**src/rtl/alu_pkg.sv**
```systemverilog
`timescale 1ns/1ps
// alu_pkg: shared constants for the ALU result collector slice.
//   Unit codes tag every buffered result with its source unit.
//   Default widths match the ALU core this collector sits behind.
package alu_pkg;

    // Default parameterisation of the collector
    localparam int OP_DATA_WIDTH_DEF = 16;
    localparam int CMP_OUT_WIDTH_DEF = 2;
    localparam int FIFO_DEPTH_DEF    = 4;

    // Width of the unit tag carried in each FIFO entry
    localparam int UNIT_W = 2;

    // Source unit codes as seen on RES_UNIT
    localparam logic [UNIT_W-1:0] UNIT_ARITH = 2'b00;
    localparam logic [UNIT_W-1:0] UNIT_LOGIC = 2'b01;
    localparam logic [UNIT_W-1:0] UNIT_CMP   = 2'b10;
    localparam logic [UNIT_W-1:0] UNIT_SHIFT = 2'b11;

    // True when more than one bit of a strobe vector is set.
    // Clearing the lowest set bit leaves a non-zero value only if a second bit exists.
    function automatic logic more_than_one(input logic [3:0] v);
        return (v & (v - 4'd1)) != 4'd0;
    endfunction

endpackage

```
**src/rtl/alu_res_fifo.sv**
```systemverilog
`timescale 1ns/1ps
// alu_res_fifo: synchronous FIFO with a registered head word.
//   Latency: an entry pushed into an empty FIFO appears on head one cycle later.
//   Backpressure: push while full is ignored unless a pop happens in the same cycle.
//
// Ports:
//   clk, rst        rising-edge clock, asynchronous active-high reset
//   push, din       write request and data
//   pop             read request (ignored when empty)
//   head            registered copy of the oldest entry (held when empty)
//   full, empty     occupancy status
//   count           number of stored entries, one bit wider than the pointers
module alu_res_fifo #(
    parameter int WIDTH = 35,
    parameter int DEPTH = 4
) (
    input  logic                     clk,
    input  logic                     rst,
    input  logic                     push,
    input  logic [WIDTH-1:0]         din,
    input  logic                     pop,
    output logic [WIDTH-1:0]         head,
    output logic                     full,
    output logic                     empty,
    output logic [$clog2(DEPTH):0]   count
);

    localparam int PTR_W = $clog2(DEPTH);
    localparam int CNT_W = PTR_W + 1;

    localparam logic [PTR_W-1:0] PTR_ONE  = PTR_W'(1);
    localparam logic [CNT_W-1:0] CNT_ONE  = CNT_W'(1);
    localparam logic [CNT_W-1:0] CNT_FULL = CNT_W'(DEPTH);

    logic [WIDTH-1:0] mem [DEPTH];
    logic [PTR_W-1:0] wr_ptr;
    logic [PTR_W-1:0] rd_ptr;
    logic [PTR_W-1:0] rd_next;
    logic             do_push;
    logic             do_pop;

    assign empty   = (count == '0);
    assign full    = (count == CNT_FULL);
    assign rd_next = rd_ptr + PTR_ONE;

    // A pop frees a slot in the same cycle, so a full FIFO can still accept
    // a push when it is also being popped.
    assign do_pop  = pop && !empty;
    assign do_push = push && (!full || do_pop);

    // Storage needs no reset: only slots below count are ever observed.
    always_ff @(posedge clk) begin
        if (do_push) begin
            mem[wr_ptr] <= din;
        end
    end

    always_ff @(posedge clk or posedge rst) begin
        if (rst) begin
            wr_ptr <= '0;
            rd_ptr <= '0;
            count  <= '0;
            head   <= '0;
        end else begin
            if (do_push) begin
                wr_ptr <= wr_ptr + PTR_ONE;
            end
            if (do_pop) begin
                rd_ptr <= rd_next;
            end

            case ({do_push, do_pop})
                2'b10:   count <= count + CNT_ONE;
                2'b01:   count <= count - CNT_ONE;
                default: count <= count;
            endcase

            // Head register tracks the entry that will be oldest after this edge.
            // When more than one entry remains after a pop, the successor is already
            // in memory (a same-cycle write lands in the slot being freed, never at
            // rd_next, since DEPTH >= 2). When the FIFO is or becomes empty before
            // the push lands, the incoming word itself becomes the head.
            if (do_pop && (count > CNT_ONE)) begin
                head <= mem[rd_next];
            end else if (do_push && (empty || (do_pop && (count == CNT_ONE)))) begin
                head <= din;
            end
        end
    end

endmodule

```
**src/rtl/alu_result_collector.sv**
```systemverilog
`timescale 1ns/1ps
// alu_result_collector: packs ALU unit results into tagged words and buffers them for the host.
//   Latency: a flag in cycle N reaches RES_VALID in cycle N+1 when the buffer was empty.
//   Backpressure: RES_READY low holds the head; a result arriving while full is dropped (OVF_ERR).
//
// Ports:
//   CLK, RST                         clock, asynchronous active-high reset
//   Arith_OUT/Carry_OUT/Arith_Flag   arithmetic result, carry, valid strobe
//   Logic_OUT/Logic_Flag             logic result and valid strobe
//   CMP_OUT/CMP_Flag                 compare result and valid strobe
//   Shift_OUT/Shift_Flag             shift result and valid strobe
//   RES_VALID/RES_READY              output handshake for the buffered head
//   RES_DATA/RES_UNIT/RES_CARRY      head word, source unit tag, arithmetic carry
//   ALMOST_FULL                      one slot or less left; issuer must pause
//   OVF_ERR, MULTI_ERR, ERR_CLR      sticky error flags and their clear
module alu_result_collector
    import alu_pkg::*;
#(
    parameter int OP_DATA_WIDTH = OP_DATA_WIDTH_DEF,
    parameter int CMP_OUT_WIDTH = CMP_OUT_WIDTH_DEF,
    parameter int FIFO_DEPTH    = FIFO_DEPTH_DEF
) (
    input  logic                       CLK,
    input  logic                       RST,

    input  logic [2*OP_DATA_WIDTH-1:0] Arith_OUT,
    input  logic                       Carry_OUT,
    input  logic                       Arith_Flag,
    input  logic [OP_DATA_WIDTH-1:0]   Logic_OUT,
    input  logic                       Logic_Flag,
    input  logic [CMP_OUT_WIDTH-1:0]   CMP_OUT,
    input  logic                       CMP_Flag,
    input  logic [OP_DATA_WIDTH-1:0]   Shift_OUT,
    input  logic                       Shift_Flag,

    output logic                       RES_VALID,
    input  logic                       RES_READY,
    output logic [2*OP_DATA_WIDTH-1:0] RES_DATA,
    output logic [1:0]                 RES_UNIT,
    output logic                       RES_CARRY,

    output logic                       ALMOST_FULL,
    output logic                       OVF_ERR,
    output logic                       MULTI_ERR,
    input  logic                       ERR_CLR
);

    localparam int RES_W   = 2 * OP_DATA_WIDTH;
    // Entry layout: {unit[1:0], carry, data[RES_W-1:0]}
    localparam int ENTRY_W = RES_W + UNIT_W + 1;
    localparam int CNT_W   = $clog2(FIFO_DEPTH) + 1;

    localparam logic [CNT_W-1:0] AF_LEVEL = CNT_W'(FIFO_DEPTH - 1);

    logic [3:0]         flags;
    logic               any_flag;
    logic               multi_evt;
    logic               ovf_evt;
    logic               pop_req;

    logic [UNIT_W-1:0]  sel_unit;
    logic [RES_W-1:0]   sel_data;
    logic               sel_carry;
    logic [ENTRY_W-1:0] entry_in;
    logic [ENTRY_W-1:0] entry_head;

    logic               fifo_full;
    logic               fifo_empty;
    logic [CNT_W-1:0]   fifo_count;

    // Strobe vector ordered from highest to lowest priority.
    assign flags     = {Arith_Flag, Logic_Flag, CMP_Flag, Shift_Flag};
    assign any_flag  = |flags;
    assign multi_evt = more_than_one(flags);

    // Priority select and packing. Only the arithmetic result is signed and
    // already full width; the others are zero-extended.
    always_comb begin
        sel_unit  = UNIT_ARITH;
        sel_data  = '0;
        sel_carry = 1'b0;
        if (Arith_Flag) begin
            sel_unit  = UNIT_ARITH;
            sel_data  = Arith_OUT;
            sel_carry = Carry_OUT;
        end else if (Logic_Flag) begin
            sel_unit  = UNIT_LOGIC;
            sel_data  = {{(RES_W-OP_DATA_WIDTH){1'b0}}, Logic_OUT};
        end else if (CMP_Flag) begin
            sel_unit  = UNIT_CMP;
            sel_data  = {{(RES_W-CMP_OUT_WIDTH){1'b0}}, CMP_OUT};
        end else if (Shift_Flag) begin
            sel_unit  = UNIT_SHIFT;
            sel_data  = {{(RES_W-OP_DATA_WIDTH){1'b0}}, Shift_OUT};
        end
    end

    assign entry_in = {sel_unit, sel_carry, sel_data};

    // Head is only valid once registered, so a push into an empty buffer
    // never coincides with a pop of that same entry.
    assign pop_req = RES_VALID && RES_READY;

    alu_res_fifo #(
        .WIDTH (ENTRY_W),
        .DEPTH (FIFO_DEPTH)
    ) u_fifo (
        .clk   (CLK),
        .rst   (RST),
        .push  (any_flag),
        .din   (entry_in),
        .pop   (pop_req),
        .head  (entry_head),
        .full  (fifo_full),
        .empty (fifo_empty),
        .count (fifo_count)
    );

    assign RES_VALID   = !fifo_empty;
    assign RES_DATA    = entry_head[RES_W-1:0];
    assign RES_CARRY   = entry_head[RES_W];
    assign RES_UNIT    = entry_head[ENTRY_W-1 -: UNIT_W];
    assign ALMOST_FULL = (fifo_count >= AF_LEVEL);

    // A drop only occurs when the slot cannot be freed by a same-cycle pop.
    assign ovf_evt = any_flag && fifo_full && !pop_req;

    // Sticky errors: a new event outranks a clear in the same cycle.
    always_ff @(posedge CLK or posedge RST) begin
        if (RST) begin
            OVF_ERR   <= 1'b0;
            MULTI_ERR <= 1'b0;
        end else begin
            if (ovf_evt) begin
                OVF_ERR <= 1'b1;
            end else if (ERR_CLR) begin
                OVF_ERR <= 1'b0;
            end

            if (multi_evt) begin
                MULTI_ERR <= 1'b1;
            end else if (ERR_CLR) begin
                MULTI_ERR <= 1'b0;
            end
        end
    end

endmodule
```
**config.mk**
```make
export PLATFORM = sky130hd
export DESIGN_NAME = alu_result_collector
export DESIGN_NICKNAME = d
export VERILOG_FILES = /design/src/rtl/alu_pkg.sv /design/src/rtl/alu_res_fifo.sv /design/src/rtl/alu_result_collector.sv
export SDC_FILE = /design/constraint.sdc
export NUM_CORES = 1
export LEC_CHECK = 0
export ABC_AREA = 0
export CAP_MARGIN = 5
export CORE_MARGIN = 4
export CORE_UTILIZATION = 36
export DETAILED_ROUTE_END_ITERATION = 6
export HOLD_SLACK_MARGIN = 0.08
export SLEW_MARGIN = 10
export SYNTH_ARGS = -nofsm -noshare
export SYNTH_HDL_FRONTEND = slang
export SYNTH_SLANG_ARGS = --single-unit
```
**constraint.sdc**
```tcl
create_clock -name CLK -period 3.1 [get_ports CLK]
set_input_delay 0.62 -clock CLK [delete_from_list [all_inputs] [get_ports CLK]]
set_output_delay 0.62 -clock CLK [all_outputs]
set_load 0.05 [all_outputs]
```
==> flow_summary.ini, run 1 <==
[status]
outcome = completed

[timing]
final.min_clock_period_ns = 2.77
tightestPinTransition_ns = 0.742
relSlewSlack_pct = 50.3
layout_setup_ws_ns = 0.334
skew_ns = 0.0103
maxSlewViolCount = 0
setup_viol = 0
period_share_pct = 89.2
finalHoldViolCount = 0
tns_ns = 0
clock.fmax_mhz = 362
rsz0062_at_grt = no

[synthesis]
syn_nets = 544
synth_top_family_by_area = multiplexers
synthAdderAreaFrac_pct = 1.58
async_reset_ff_share_pct = 23.9
ys.flop_type = edfxtp_1
ys_warn_count = 0
ys_ff_latch = 184
synthSimpleGateAreaFrac_pct = 6.46
syn-instance-count = 460
synth.avg_cell_area_um2 = 16.8
syn_area_mm2 = 0.00774
synthMuxAreaShare_pct = 10.3
synth_enable_flop_cells = 140
seq_area_frac_synth_pct = 68.5
ys_types = 44
synth-xor-area-share_pct = 0.452
synth_compound_area_share_pct = 8.34

[clocking]
clkTransAtPathRegs_ns = 0.06
cts_hold_buffers = 0
clock-sinks = 184
cts.path.max_buffers = 2
numCtsBuffers = 17
clk-insertion-delay-late_ns = 0.42
cts_root_buf = clkbuf_16
cts_tree = done
htreeDepth = 4

[flow_run]
maxCapViolations = 0

[floorplan]
die_w_um = 155
rows = 53
start_util_pct = 36.7
core_mm2 = 0.0211
dieArea_mm2 = 0.0239
die_y_um = 155
io_pins = 114

[route]
vias = 4541
drtPass1Iterations = 5
wl_mm = 17.8
drc_errors = 0
drtIter0Drc = 342
ant_nets = 0
vias_per_cell = 5.21
wire_per_inst_um = 20.4

[critical_path]
cp_max_fo = 6
worstPathRequired_ns = 2.48
setup.worst_path.class = register to output port
end_kind = output port
startpoint_type = register
cp.arrival_ns = 2.15

[power_and_ir_drop]
powerDensity_mw_per_mm2 = 1050
p_leak_nw = 3.59
ir_drop_mv = 0.513

[place]
hpwl_mm = 11.8
gp_congestion = 0.767
dp_slack_ns = 0.174
dp_cells = 839
port_buffers = 113

[layout]
seq_area_mm2 = 0.00531
fin_cells = 871
fin_util_pct = 46.5
multiInputGateArea_mm2 = 0.00212
nets = 667
layout-area-overhead-vs-synth_pct = 26.7
antenna_cells = 0
drive_above_1_share_pct = 16.6
nFillCells = 1834

[global_route]
grt-ovfl-total = 0
grt_max_degree = 31
grtUsageTotal_pct = 15.3
grt_pass1_wl_mm = 28.0
grt_pass1_vias = 4823
antenna_found_initial = 0

[min_path]
hold_path.class = register to register
synthesized netlist by cell type, types with 2 or more instances:
cell type,number,area share (%)
a22oi_1,2,0.19
and2_1,22,1.8
a221o_1,20,2.6
a31o_1,2,0.23
buf_2,8,0.52
edfxtp_1,140,54
a222oi_1,16,2.1
nand3_1,15,0.97
buf_6,7,1.0
o21a_1,2,0.19
mux4_2,35,10
nand3b_1,2,0.19
o21ai_0,2,0.13
clkbuf_1,11,0.53
o221ai_1,13,1.5
dfrtp_1,44,14
nand2_1,6,0.29
buf_4,3,0.29
inv_1,40,1.9
ha_1,9,1.5
o22ai_1,2,0.16
xnor2_1,4,0.45
o221a_1,2,0.29
nor2b_1,22,1.8
nor2_1,11,0.53
a21oi_1,2,0.13
cell usage in the layout (no fill, tap or decap), types with 2 or more instances in the layout:
| cell type | count |
|---|---|
| a22oi_1 | 2 |
| a221o_1 | 20 |
| nand2_1 | 6 |
| and2_1 | 18 |
| clkbuf_16 | 17 |
| nand3b_1 | 2 |
| o21ai_0 | 2 |
| nor2b_1 | 22 |
| mux4_2 | 35 |
| dfrtp_2 | 2 |
| clkbuf_8 | 3 |
| clkinv_2 | 5 |
| dfrtp_1 | 42 |
| a31o_1 | 2 |
| inv_1 | 39 |
| buf_4 | 17 |
| o21a_1 | 2 |
| edfxtp_1 | 140 |
| ha_1 | 9 |
| nor2_1 | 11 |
| clkdlybuf4s50_1 | 112 |
| clkbuf_1 | 4 |
| o221ai_1 | 13 |
| and2_2 | 4 |
| xnor2_1 | 4 |
| o22ai_1 | 2 |
| nand3_1 | 15 |
| o221a_1 | 2 |
| a222oi_1 | 16 |
| buf_12 | 4 |
| a21oi_1 | 2 |
final timing paths:
kind / from / endpoint / slack, ns / cells past startpoint
max in group asynchronous: RST / u_fifo.head[2]$_DFFE_PP0P_ / 1.90 / 3
setup reg to reg: u_fifo.count[1]$_DFFE_PP0P_ / u_fifo.head[22]$_DFFE_PP0P_ / 0.41 / 6
setup / recovery: u_fifo.count[2]$_DFFE_PP0P_ / ALMOST_FULL / 0.33 / 5
hold / removal: u_fifo.head[24]$_DFFE_PP0P_ / u_fifo.head[24]$_DFFE_PP0P_ / 0.51 / 1
hold reg to reg: u_fifo.head[24]$_DFFE_PP0P_ / u_fifo.head[24]$_DFFE_PP0P_ / 0.51 / 1
min in group asynchronous: RST / u_fifo.count[0]$_DFFE_PP0P_ / 0.58 / 2
worst max-delay path: stages, from the launching register on:
cell and delay (ns):
dfrtp_1 0.46, inv_1 0.16, ha_1 0.16, nor2_1 0.04, o21ai_0 0.08, clkdlybuf4s50_1 0.83
through the flow:
step / instance area, um^2 / power, mW / hold slack, ns
final: 9810 / 10.3 / 0.507
after global routing: 9810 / 10.9 / 0.531
after CTS: 9810 / 10.4 / 0.516
after detailed placement: 9260 / 8.39 / 0.498
after global placement: 9260 / 8.29 / 0.494
after floorplan: 7740 / 6.99 / 0.534
state kept, by name, indices dropped and copies added, names as in the netlist:
signal	flops
MULTI_ERR	1
OVF_ERR	1
u_fifo.count	3
u_fifo.head	35
u_fifo.mem	140
u_fifo.rd_ptr	2
u_fifo.wr_ptr	2
final cells by class:
type / count / share of cell area (%)
tap: 275 / 3.51
timing repair buffer: 134 / 13.7
inverter: 40 / 1.53
clock inverter: 8 / 0.727
clock buffer: 24 / 4.91
sequential: 184 / 54.1
multi-input combinational: 206 / 21.6
cell families after synthesis:
group | after synthesis
buffers and inverters | 70
DFF | 184
AOI/OAI and AO/OA | 71
adders and majority gates | 10
and+or+nand+nor | 85
muxes | 36
xor gates and xnor gates | 4
report_power, final:
group,leakage (nW),switching [mW],internal [mW]
Sequential,1.86,0.439,3.71
Clock,0.274,0.861,1.17
Combinational,1.46,2.38,1.75
Total,3.59,3.68,6.63
timing repair:
action,CTS,global route
setup buffers,0,0
setup endpoints to repair,0,1
gates resized for setup,0,1
layer usage:
layer / vias up / GRT usage (%) / share of wire (%)
li1: 2056 / - / -
met1: 2330 / 20.3 / 44
met5: - / 0 / 0
met2: 145 / 25.2 / 49
met4: 0 / 3.49 / 0.63
met3: 10 / 4.39 / 5.9
No activity file was read; power rests on OpenSTA's default activity.
==> run 2, diff against run 1 <==
--- a/config.mk
+++ b/config.mk
@@ -11,6 +11,7 @@
 export CORE_UTILIZATION = 36
 export DETAILED_ROUTE_END_ITERATION = 6
 export HOLD_SLACK_MARGIN = 0.08
+export PLACE_DENSITY_LB_ADDON = 0.2
 export SLEW_MARGIN = 10
 export SYNTH_ARGS = -nofsm -noshare
 export SYNTH_HDL_FRONTEND = slang
==> run 2 against run 1 <==
Total power up 0.41%. Sequential power hardly changed. Combinational power is 2% lower. Count of clock-buffer cells in the layout down 7. Largest cell class unchanged. Highest routed layer unchanged.
==> flow_summary.ini, run 2 (synthesis results as in run 1) <==
[critical_path]
ff2ff_setup_slack_ns = 0.47
rr_worst_depth = 6
startpoint_type = register
r2r_start = u_fifo.count[1]$_DFFE_PP0P_
end_kind = output port
reg2reg_to = u_fifo.head[21]$_DFFE_PP0P_
worstPathRequired_ns = 2.48
setup.worst_path.class = register to output port
cp_max_fo = 6
cp.arrival_ns = 2.15

[power_and_ir_drop]
ir_drop_mv = 0.597
p_leak_nw = 3.56
powerDensity_mw_per_mm2 = 1060

[timing]
skew_ns = 0.0104
finalHoldViolCount = 0
final.min_clock_period_ns = 2.77
layout_setup_ws_ns = 0.332
period_share_pct = 89.3
relSlewSlack_pct = 31.6
clock.fmax_mhz = 361
tightestPinTransition_ns = 1.03
rsz0062_at_grt = no
tns_ns = 0
whs_ns = 0.509
setup_viol = 0
maxSlewViolCount = 0

[layout]
reg_top3 = u_fifo.mem: 140 flops, u_fifo.head: 35 flops, u_fifo.count: 3 flops
mostFrequentLayoutCells = edfxtp_1 (140), clkdlybuf4s50_1 (111), dfrtp_1 (42)
largest_register_ffs = 140
layout-area-overhead-vs-synth_pct = 26.1
layout.cells.most_common = edfxtp_1
drive_above_1_share_pct = 16.4
regMostFlops = u_fifo.mem
nets = 661
antenna_cells = 0

[floorplan]
start_util_pct = 36.7
rows = 53
io_pins = 114
core_mm2 = 0.0211
dieArea_mm2 = 0.0239
die_w_um = 155
die_y_um = 155

[route]
wire_per_inst_um = 20.3
vias_per_cell = 5.20
drc_errors = 0
drtPass1Iterations = 5
wl_mm = 17.6
drtIter0Drc = 330
vias = 4496
ant_nets = 0

[clocking]
cts_root_buf = clkbuf_16
cts_hold_buffers = 0
cts_setup_buffers = 0
clock-sinks = 184
numCtsBuffers = 17
clk-insertion-delay-late_ns = 0.43
cts.path.max_buffers = 2
cts_tree = done
htreeDepth = 4
clkTransAtPathRegs_ns = 0.07

[min_path]
min_to = u_fifo.head[22]$_DFFE_PP0P_
hold_depth = 1
hp-start = u_fifo.head[22]$_DFFE_PP0P_
hold_path.class = register to register

[global_route]
antenna_found_initial = 0
grt_pass1_vias = 4807
grt_pass1_wl_mm = 27.5
grtUsageTotal_pct = 15.0
grt-ovfl-total = 0
grt_max_degree = 45

[place]
gp_congestion = 0.712
port_buffers = 113
hpwl_mm = 11.1
dp_slack_ns = 0.162

[flow_run]
maxCapViolations = 0

[status]
outcome = completed
run 2: changes by cell type in the layout (fill, tap and decap cells not counted):
cell,before,now
clkbuf_8,3,0
clkinv_1,0,1
clkdlybuf4s50_1,112,111
buf_4,17,14
bufinv_16,1,2
buf_12,4,1
buf_2,0,1
inv_8,0,3
clkinv_4,0,4
clkinvlp_4,1,3
clkinv_2,5,1
clkbuf_1,4,0
run 2: area by class of cell:
| class | count | area [um^2] |
|---|---|---|
| fillers | 1850 | 11300 |
| multi-input cells | 206 | 2120 |
| clock buffers | 17 | 425 |
| flip-flops and latches | 184 | 5310 |
| inverters | 40 | 150 |
| clock inverters | 15 | 169 |
| repair buffers | 128 | 1250 |
| well taps | 275 | 344 |
run 2: metal layers:
metal | up-vias | routed length, um | track usage (%)
li1 | 2039 | - | -
met1 | 2293 | 7770 | 20.2
met2 | 151 | 8600 | 24.9
met3 | 13 | 1010 | 3.36
met4 | 0 | 182 | 3.99
met5 | - | 0 | 0
run 2: how the worst max path moves through the flow:
stage                                           start                          end  slack [ns]
after floorplan           u_fifo.count[1]$_DFFE_PP0P_   u_fifo.mem[0][0]$_DFFE_PP_        0.67
after global placement                       CMP_Flag  u_fifo.mem[3][21]$_DFFE_PP_        0.18
after detailed placement                     CMP_Flag  u_fifo.mem[3][18]$_DFFE_PP_        0.16
after CTS                 u_fifo.count[1]$_DFFE_PP0P_                    RES_VALID        0.04
after global routing      u_fifo.count[2]$_DFFE_PP0P_                  ALMOST_FULL        0.16
final                     u_fifo.count[2]$_DFFE_PP0P_                  ALMOST_FULL        0.33
run 2: stage by stage:
stage	power, mW	utilization, %	area, um^2	std cells
after detailed placement	8.32	43.5	9170	833
after CTS	10.5	46.3	9760	865
after floorplan	6.99	-	7740	460
final	10.4	46.3	9770	865
after global placement	8.26	43.5	9170	833
after global routing	10.9	46.3	9770	865
run 2: worst max-delay path: stages, from the launching register on:
cell and delay [ns]:
dfrtp_1 0.46, inv_1 0.15, ha_1 0.15, nor2_1 0.04, o21ai_0 0.08, clkdlybuf4s50_1 0.84
run 2: what timing repair did:
action | CTS | global route
endpoints found under the setup margin | 0 | 1
gates resized for setup | 0 | 1
endpoints found under the hold margin | 0 | 0
run 2: power breakdown:
group | leakage (nW) | total (mW) | internal, mW | switching, mW
combinational | 1.42 | 4.04 | 1.69 | 2.35
clock | 0.283 | 2.15 | 1.21 | 0.946
sequential | 1.86 | 4.16 | 3.72 | 0.439
==> run 3, diff against run 2 <==
--- a/config.mk
+++ b/config.mk
@@ -5,14 +5,13 @@
 export SDC_FILE = /design/constraint.sdc
 export NUM_CORES = 1
 export LEC_CHECK = 0
-export ABC_AREA = 0
 export CAP_MARGIN = 5
 export CORE_MARGIN = 4
 export CORE_UTILIZATION = 36
+export CTS_BUF_LIST = sky130_fd_sc_hd__clkbuf_4 sky130_fd_sc_hd__clkbuf_8
 export DETAILED_ROUTE_END_ITERATION = 6
 export HOLD_SLACK_MARGIN = 0.08
 export PLACE_DENSITY_LB_ADDON = 0.2
-export SLEW_MARGIN = 10
 export SYNTH_ARGS = -nofsm -noshare
 export SYNTH_HDL_FRONTEND = slang
 export SYNTH_SLANG_ARGS = --single-unit
==> run 3 against run 2 <==
Total power decreased by 5.4%. Die area stayed put. First-iteration DRC count up 3.0%. Maximum frequency decreased by 1.4%. Sequential cell count is the same. Critical path depth did not move. Register-to-register slack hardly changed. Critical path type unchanged. Critical endpoint unchanged. Highest routed layer unchanged.
==> flow_summary.ini, run 3 (synthesis results as in run 1) <==
[clocking]
htreeDepth = 4
numCtsBuffers = 17
cts_hold_buffers = 0
clk-insertion-delay-late_ns = 0.45
cts.path.max_buffers = 2
clock-sinks = 184
cts_root_buf = clkbuf_8
clkTransAtPathRegs_ns = 0.09
cts_tree = done

[layout]
layout-area-overhead-vs-synth_pct = 23.6
seq_area_mm2 = 0.00531
drive_above_1_share_pct = 16.4
layout.cells.most_common = edfxtp_1
largest_register_ffs = 140
mostFrequentLayoutCells = edfxtp_1 (140), clkdlybuf4s50_1 (111), dfrtp_1 (42)
multiInputGateArea_mm2 = 0.00212
antenna_cells = 0
nets = 661
nFillCells = 1863
reg_top3 = u_fifo.mem: 140 flops, u_fifo.head: 35 flops, u_fifo.count: 3 flops
regMostFlops = u_fifo.mem

[timing]
maxSlewViolCount = 0
period_share_pct = 90.6
setup_viol = 0
relSlewSlack_pct = 31.4
tns_ns = 0
tightestPinTransition_ns = 1.03
final.min_clock_period_ns = 2.81
rsz0062_at_grt = no
finalHoldViolCount = 0
clock.fmax_mhz = 356
skew_ns = 0.00680

[min_path]
min_to = u_fifo.head[22]$_DFFE_PP0P_
hold_depth = 1
hold_path.class = register to register
hp-start = u_fifo.head[22]$_DFFE_PP0P_

[route]
vias_per_cell = 5.17
drtIter0Drc = 340
drc_errors = 0
ant_nets = 0
drtPass1Iterations = 6
wl_mm = 17.5
vias = 4469
wire_per_inst_um = 20.2

[place]
gp_congestion = 0.712
port_buffers = 113
hpwl_mm = 11.1

[power_and_ir_drop]
p_leak_nw = 3.47
switchingPower_mw = 3.66
p_clk_share_pct = 16.4
seq_power_share_pct = 42.4
p_comb_share_pct = 41.2
p_int_mw = 6.13
power_mw = 9.79
ir_drop_mv = 0.598
p_sw_share_pct = 37.4
powerDensity_mw_per_mm2 = 1020

[critical_path]
startpoint_type = register
setup.worst_path.class = register to output port
cp.arrival_ns = 2.19
rr_worst_depth = 6
cp_max_fo = 6
slowest_delay_ns = 0.84
crit_path_cell_trace = inv_1 -> ha_1 -> nor2_1 -> o21ai_0 -> clkdlybuf4s50_1
cp_top_family = buffers and inverters
path_buf_inv = 2
end_kind = output port
worstPathRequired_ns = 2.48
r2r_start = u_fifo.count[1]$_DFFE_PP0P_
ff2ff_setup_slack_ns = 0.46
reg2reg_to = u_fifo.head[21]$_DFFE_PP0P_
critPathSlowestCell = clkdlybuf4s50_1

[floorplan]
die_y_um = 155
rows = 53
start_util_pct = 36.7
dieArea_mm2 = 0.0239
io_pins = 114
die_w_um = 155
core_mm2 = 0.0211

[flow_run]
maxCapViolations = 0

[global_route]
grt_pass1_vias = 4798
grtUsageTotal_pct = 15.0
grt_max_degree = 45
grt_pass1_wl_mm = 27.5
grt-ovfl-total = 0
antenna_found_initial = 0

[status]
outcome = completed
==> run 3: worst max-delay path by stage <==
stage | start | to | slack (ns) | cells past startpoint
2_1_floorplan | u_fifo.count[1]$_DFFE_PP0P_ | u_fifo.mem[0][0]$_DFFE_PP_ | 0.67 | 6
3_3_place_gp | CMP_Flag | u_fifo.mem[3][21]$_DFFE_PP_ | 0.18 | 4
3_5_place_dp | CMP_Flag | u_fifo.mem[3][18]$_DFFE_PP_ | 0.16 | 4
4_1_cts | u_fifo.count[2]$_DFFE_PP0P_ | ALMOST_FULL | 0.21 | 5
5_1_grt | u_fifo.count[2]$_DFFE_PP0P_ | ALMOST_FULL | 0.11 | 5
6_report | u_fifo.count[2]$_DFFE_PP0P_ | ALMOST_FULL | 0.29 | 5
==> run 3: per-layer routing <==
layer / global-route usage [%] / vias up / share of wire [%]
met4: 3.87 / 0 / 0.64
met3: 3.39 / 10 / 5.2
li1: - / 2037 / -
met5: 0 / - / 0
met2: 24.6 / 139 / 49
met1: 20.4 / 2283 / 45
==> run 3: layout make-up <==
cell class                 instances  share of cell area (%)
clock buffer                      17                    2.44
clock inverter                    15                    1.76
inverter                          40                    1.57
multi-input combinational        206                    22.1
sequential                       184                    55.5
tap                              275                    3.60
timing repair buffer             128                    13.1
==> run 3: what timing repair did <==
item,4_1_cts,5_1_grt
hold endpoints to repair,0,0
gates resized for setup,1,0
setup endpoints to repair,1,0
buffers inserted,0,0
==> run 3: through the flow <==
stage          cell area (um^2)  hold slack (ns)  utilization, %  setup WS, ns  cells
2_1_floorplan              7740            0.534               -         0.669    460
3_3_place_gp               9170            0.494            43.5         0.176    833
3_5_place_dp               9170            0.495            43.5         0.162    833
4_1_cts                    9570            0.524            45.4         0.213    865
5_1_grt                    9570            0.534            45.4         0.108    865
6_report                   9570            0.516            45.4         0.292    865
==> run 3: power groups by stage <==
stage / clock [mW] / sequential, mW / combinational (mW)
6_report: 1.61 / 4.15 / 4.03
5_1_grt: 1.78 / 4.25 / 4.34
4_1_cts: 1.66 / 4.17 / 4.12
3_5_place_dp: 0 / 4.22 / 4.10
3_3_place_gp: 0 / 4.17 / 4.10
2_1_floorplan: 0 / 4.76 / 2.23
==> variant 1: new RTL, settings of run 2 <==
`CMP_OUT_WIDTH_DEF`: 2 -> 4.
--- a/src/rtl/alu_pkg.sv
+++ b/src/rtl/alu_pkg.sv
@@ -6,7 +6,7 @@
 
     // Default parameterisation of the collector
     localparam int OP_DATA_WIDTH_DEF = 16;
-    localparam int CMP_OUT_WIDTH_DEF = 2;
+    localparam int CMP_OUT_WIDTH_DEF = 4;
     localparam int FIFO_DEPTH_DEF    = 4;
 
     // Width of the unit tag carried in each FIFO entry
Interface: changed (resized CMP_OUT); port bits go from 114 to 116. No check against the original RTL was run, so the function may have changed too.
==> variant 1 against run 2 <==
Utilization up 0.39 points; sequential share of layout area down 0.96 points; sequential cell count unchanged; area after synthesis up 1.9%; total power up 0.36%; final area up 1.8%; maximum frequency down 2.3%; worst hold slack better by 4.5 ps; combinational power down 2%; setup slack worse by 65 ps; routed wire length up 2.1%; highest routed layer unchanged.
==> variant 1: results (changes against run 2) <==
RUN STATUS
-----------------------------------------------------------------------
Status                                                     complete, no violations

PLACED DESIGN
-----------------------------------------------------------------------
Placed wire-length estimate                                    11400 um   +3.3%
Global placer's final weighted congestion                         0.717   +0.65%
Area of placed instances                                     9310 sq um   +1.5%

SETUP PATH
-----------------------------------------------------------------------
Largest fanout on the critical path                                   9   +3
Arrival time at the worst endpoint                              2210 ps   +60 ps
Capturing element of the worst setup path                     RES_VALID
Reg-to-reg endpoint                                        u_fifo.mem[1][31]
Minimum setup slack among reg-to-reg paths                       490 ps   +20 ps
Largest incremental delay on the critical path                   570 ps   -270 ps

YOSYS
-----------------------------------------------------------------------
Count of unique library cells instantiated by Yosys                  45   +2.3%
Most area-consuming cells after synthesis                  edfxtp_1 (53%), dfrtp_1 (14%), mux4_2 (8.3%), a221o_1 (4.6%), and2_1 (4.2%)
Register area share after synthesis                               67.2%   -1.2 points
Compound-Gate Fraction of Synth Area                              9.37%   +1.0 points
Synth Net Count                                                     554   +1.8%
Synthesized-area fraction occupied by xor and xnor cells         0.444%   -0.0083 points
Synth top cells by count                                   edfxtp_1 (140), and2_1 (53), dfrtp_1 (44)
Adder-cell share of the synthesized area                          1.55%   -0.029 points
Main flop type after synthesis                                 edfxtp_1

GLOBAL ROUTING
-----------------------------------------------------------------------
Vias in the first global route                                     4787   -0.42%
Pin count of the biggest net entering global routing                 55   +22%
Tot GR Track Use                                                  15.1%   +0.033 points
First-pass GRT wire length                                     27900 um   +1.4%

PWR
-----------------------------------------------------------------------
Lkg Pwr                                                         3.59 nW   +0.92%
Switching power share of the total                                34.9%   -1.2 points
Highest ir drop seen on vdd                                    0.464 mV   -22%

STA
-----------------------------------------------------------------------
Max Clock Skew                                                  6.31 ps   -4.14 ps
Actual transition at the worst max-transition pin               1020 ps   -6.54 ps

DETAILED ROUTING
-----------------------------------------------------------------------
Drt wl/cell                                                     20.5 um   +1.1%
Total vias in the final route                                      4536   +0.89%
DR pass1 iterations                                                   4   -1
DR iter-0 viols                                                     219   -34%

CLOCK NETWORK
-----------------------------------------------------------------------
Htree depth                                                           4   unchanged
Gates resized, CTS repair                                             1   +1

LAYOUT
-----------------------------------------------------------------------
Nets                                                                672   +1.7%
Share of cells above drive strength 1                             16.4%   -0.080 points

variant 1: cell types whose count changed in the layout (fill, tap and decap cells not counted), moves of 14 or more:
cell      delta
a221o_1     +16
a21oi_1     +14
inv_1       -15
a222oi_1    -16
and2_1      +31
nor2b_1     -22
variant 1: metal layers:
metal / part of all wire, % / track usage (%) / routed length (um)
met1: 45 / 20.5 / 8080
met2: 50 / 24.3 / 8980
met3: 3.6 / 3.47 / 639
met5: 0 / 0 / 0
met4: 1.3 / 4.46 / 239
variant 1: final cells by class:
class,count,area (sq um)
Timing Repair Buffer,131,1280
Tap cell,275,344
Clock buffer,18,439
Inverter,26,97.6
Sequential cell,184,5310
Fill cell,1827,11300
Clock inverter,14,194
Multi-Input combinational cell,226,2280
variant 1: stage by stage:
step	setup WS [ps]	hold WS, ps	power, mW	cells
4_1_cts	245	516	10.5	874
5_1_grt	152	530	11.0	874
3_3_place_gp	267	495	8.16	842
3_5_place_dp	198	501	8.24	842
2_1_floorplan	554	534	6.95	468
6_report	267	514	10.4	874
variant 1: power by group through the flow:
stage	logic, mW	registers, mW	clock network, mW
floorplan	2.19	4.76	0
global placement	3.98	4.18	0
detailed placement	4.02	4.22	0
CTS	4.02	4.18	2.35
global route	4.24	4.25	2.46
finish	3.94	4.16	2.29
variant 1: worst min-delay path by stage:
stage	start	depth (start not counted)	endpoint	slack (ps)
3_3_place_gp	u_fifo.head[30]	1	u_fifo.head[30]	500
5_1_grt	u_fifo.head[5]	1	u_fifo.head[5]	530
4_1_cts	u_fifo.head[5]	1	u_fifo.head[5]	520
6_report	u_fifo.head[9]	1	u_fifo.head[9]	510
2_1_floorplan	u_fifo.wr_ptr[1]	1	u_fifo.wr_ptr[1]	530
3_5_place_dp	u_fifo.head[5]	1	u_fifo.head[5]	500
==> variant 2: new RTL, config.mk and constraints of run 2 <==
Without the edit above. Register the output `OVF_ERR` once more, cleared by the reset; this adds one clock of latency there. The other outputs are not delayed to match.
--- a/src/rtl/alu_result_collector.sv
+++ b/src/rtl/alu_result_collector.sv
@@ -51,6 +51,8 @@
     localparam int CNT_W   = $clog2(FIFO_DEPTH) + 1;
 
     localparam logic [CNT_W-1:0] AF_LEVEL = CNT_W'(FIFO_DEPTH - 1);
+
+    logic OVF_ERR_s0;
 
     logic [3:0]         flags;
     logic               any_flag;
@@ -128,13 +130,13 @@
     // Sticky errors: a new event outranks a clear in the same cycle.
     always_ff @(posedge CLK or posedge RST) begin
         if (RST) begin
-            OVF_ERR   <= 1'b0;
+            OVF_ERR_s0 <= 1'b0;
             MULTI_ERR <= 1'b0;
         end else begin
             if (ovf_evt) begin
-                OVF_ERR <= 1'b1;
+                OVF_ERR_s0 <= 1'b1;
             end else if (ERR_CLR) begin
-                OVF_ERR <= 1'b0;
+                OVF_ERR_s0 <= 1'b0;
             end
 
             if (multi_evt) begin
@@ -145,4 +147,12 @@
         end
     end
 
+    always_ff @(posedge CLK or posedge RST) begin
+        if (RST) begin
+            OVF_ERR <= '0;
+        end else begin
+            OVF_ERR <= OVF_ERR_s0;
+        end
+    end
+
 endmodule
Check against the original RTL: not equivalent (Yosys sat finds a counterexample within 10 cycles, from zero or initial values and one cycle with RST high).
==> variant 2 against run 2 <==
Total power increased by 1.4%; sequential cell count grew 1; clock skew decreased by 1.0 ps; final area increased by 1.4%; setup slack got worse by 26 ps; combinational power rose by 2%; area after synthesis rose by 0.32%; routed wire length increased by 2.4%; sequential share of layout area down 0.50 points; critical endpoint unchanged; largest cell class unchanged; highest routed layer unchanged.
==> variant 2: results (changes against run 2) <==
PLACED DESIGN
-------------------------------------------------------------------------------------
Placed wire-length estimate                                                  11900 um   +7.3%
Post-placement setup slack                                                     281 ps   +118 ps
Global placer's final weighted congestion                                       0.776   +8.9%

GLOBAL ROUTING
-------------------------------------------------------------------------------------
Pin count of the biggest net entering global routing                               25   -44%
Vias in the first global route                                                   4987   +3.7%
First-pass GRT wire length                                                   28400 um   +3.2%
Tot GR Track Use                                                                15.5%   +0.48 points
Initial antenna violation count                                                     0   unchanged

CLOCK NETWORK
-------------------------------------------------------------------------------------
Clock latency on the worst-skew pair                                           430 ps   about the same
CTS Root Buffer Type                                                        clkbuf_16
Post-CTS Setup Repair Bufs                                                          0   unchanged
Number of CTS-inserted buffers                                                     17   unchanged
Gates resized, CTS repair                                                           0   unchanged
Clock-pin slew of the registers on the worst-case setup and hold paths          70 ps   about the same

PWR
-------------------------------------------------------------------------------------
Share of power burned in the clock network                                      21.0%   +0.2 points
Lkg Pwr                                                                       3.64 nW   +2.2%
Cell Pwr Density                                                         1060 nW/um^2   about the same
Net switching component of the power                                          3.79 mW   +1.5%
Highest ir drop seen on vdd                                                  0.480 mV   -20%
Power drawn by the combinational cells                                        4.14 mW   +2%

MIN PATH
-------------------------------------------------------------------------------------
Class of the worst hold path                                                  reg2reg
Hold Path Depth                                                                     0   -1

SETUP PATH
-------------------------------------------------------------------------------------
Arrival time at the worst endpoint                                            2170 ps   +20 ps
Largest incremental delay on the critical path                                 840 ps   about the same
Family of cells with the greatest summed delay on the critical path      buffers and inverters

RUN STATUS
-------------------------------------------------------------------------------------
Status                                                                   complete, no violations

DETAILED ROUTING
-------------------------------------------------------------------------------------
Total vias in the final route                                                    4611   +2.6%
Total wirelength of the detailed-routed design                               18000 um   +2.4%
DR iter-0 viols                                                                   338   +2.4%

LAYOUT
-------------------------------------------------------------------------------------
Share of cells above drive strength 1                                           17.5%   +1.1 points
Filler Cells Inserted                                                            1788   -3.4%
Nets                                                                              670   +1.4%

YOSYS
-------------------------------------------------------------------------------------
Synth Net Count                                                                   545   +0.18%
Fraction of synthesis flops using an asynchronous set or reset pin              24.3%   +0.41 points
Most area-consuming cells after synthesis                                edfxtp_1 (54%), dfrtp_1 (14%), mux4_2 (10%), a221o_1 (2.6%), a222oi_1 (2.1%)
Synth top cells by count                                                 edfxtp_1 (140), dfrtp_1 (45), inv_1 (40)
Register area share after synthesis                                             68.6%   +0.10 points
Yosys Warn Count                                                                    0   unchanged

STA
-------------------------------------------------------------------------------------
Max Clock Skew                                                                9.42 ps   -1.03 ps
Max-Slew Margin vs Limit                                                        51.2%   +20 points

variant 2: cell types whose count changed in the layout (fill, tap and decap cells not counted):
cell,before,now
inv_6,1,4
clkinv_4,4,3
clkinv_2,1,0
buf_12,1,4
buf_4,14,19
clkinvlp_4,3,1
dfrtp_1,42,43
clkinv_8,0,1
variant 2: final cells by class:
type | instances | area [sq um] | share of cell area, %
sequential | 185 | 5330 | 53.9
timing repair buffer | 136 | 1350 | 13.6
inverter | 40 | 150 | 1.52
clock inverter | 15 | 183 | 1.84
multi-input combinational | 206 | 2120 | 21.4
clock buffer | 17 | 425 | 4.30
tap | 275 | 344 | 3.47
variant 2: worst paths after layout:
check | startpoint | to | slack [ps]
max | u_fifo.count[2] | ALMOST_FULL | 310
min | OVF_ERR_s0 | OVF_ERR | 390
max reg2reg | u_fifo.count[1] | u_fifo.head[32] | 520
min reg2reg | OVF_ERR_s0 | OVF_ERR | 390
max in group asynchronous | RST | u_fifo.rd_ptr[1] | 1880
min in group asynchronous | RST | u_fifo.head[21] | 620
variant 2: metal layers:
metal	global-route usage (%)	up-vias	share of wire [%]
met3	4.34	15	6.1
met4	3.91	0	0.85
met2	25.4	138	49
met5	0	-	0
met1	20.7	2394	44
li1	-	2064	-
variant 2: per-stage QoR:
stage | cells | cell area (sq um) | util [%]
global route | 874 | 9900 | 46.8
floorplan | 461 | 7770 | -
CTS | 874 | 9900 | 46.8
detailed placement | 842 | 9290 | 43.9
finish | 874 | 9900 | 46.8
global placement | 842 | 9290 | 43.9
variant 2: kinds of logic (layout without fill, tap and decap cells):
logic type	Yosys count	after routing	share of synthesized area (%)
compound gates	71	71	8.31
xor+xnor	4	4	0.451
fa+ha+maj	10	10	1.58
buf+inv	70	208	4.33
flops	185	185	68.6
mux	36	36	10.3
simple gates	85	85	6.44
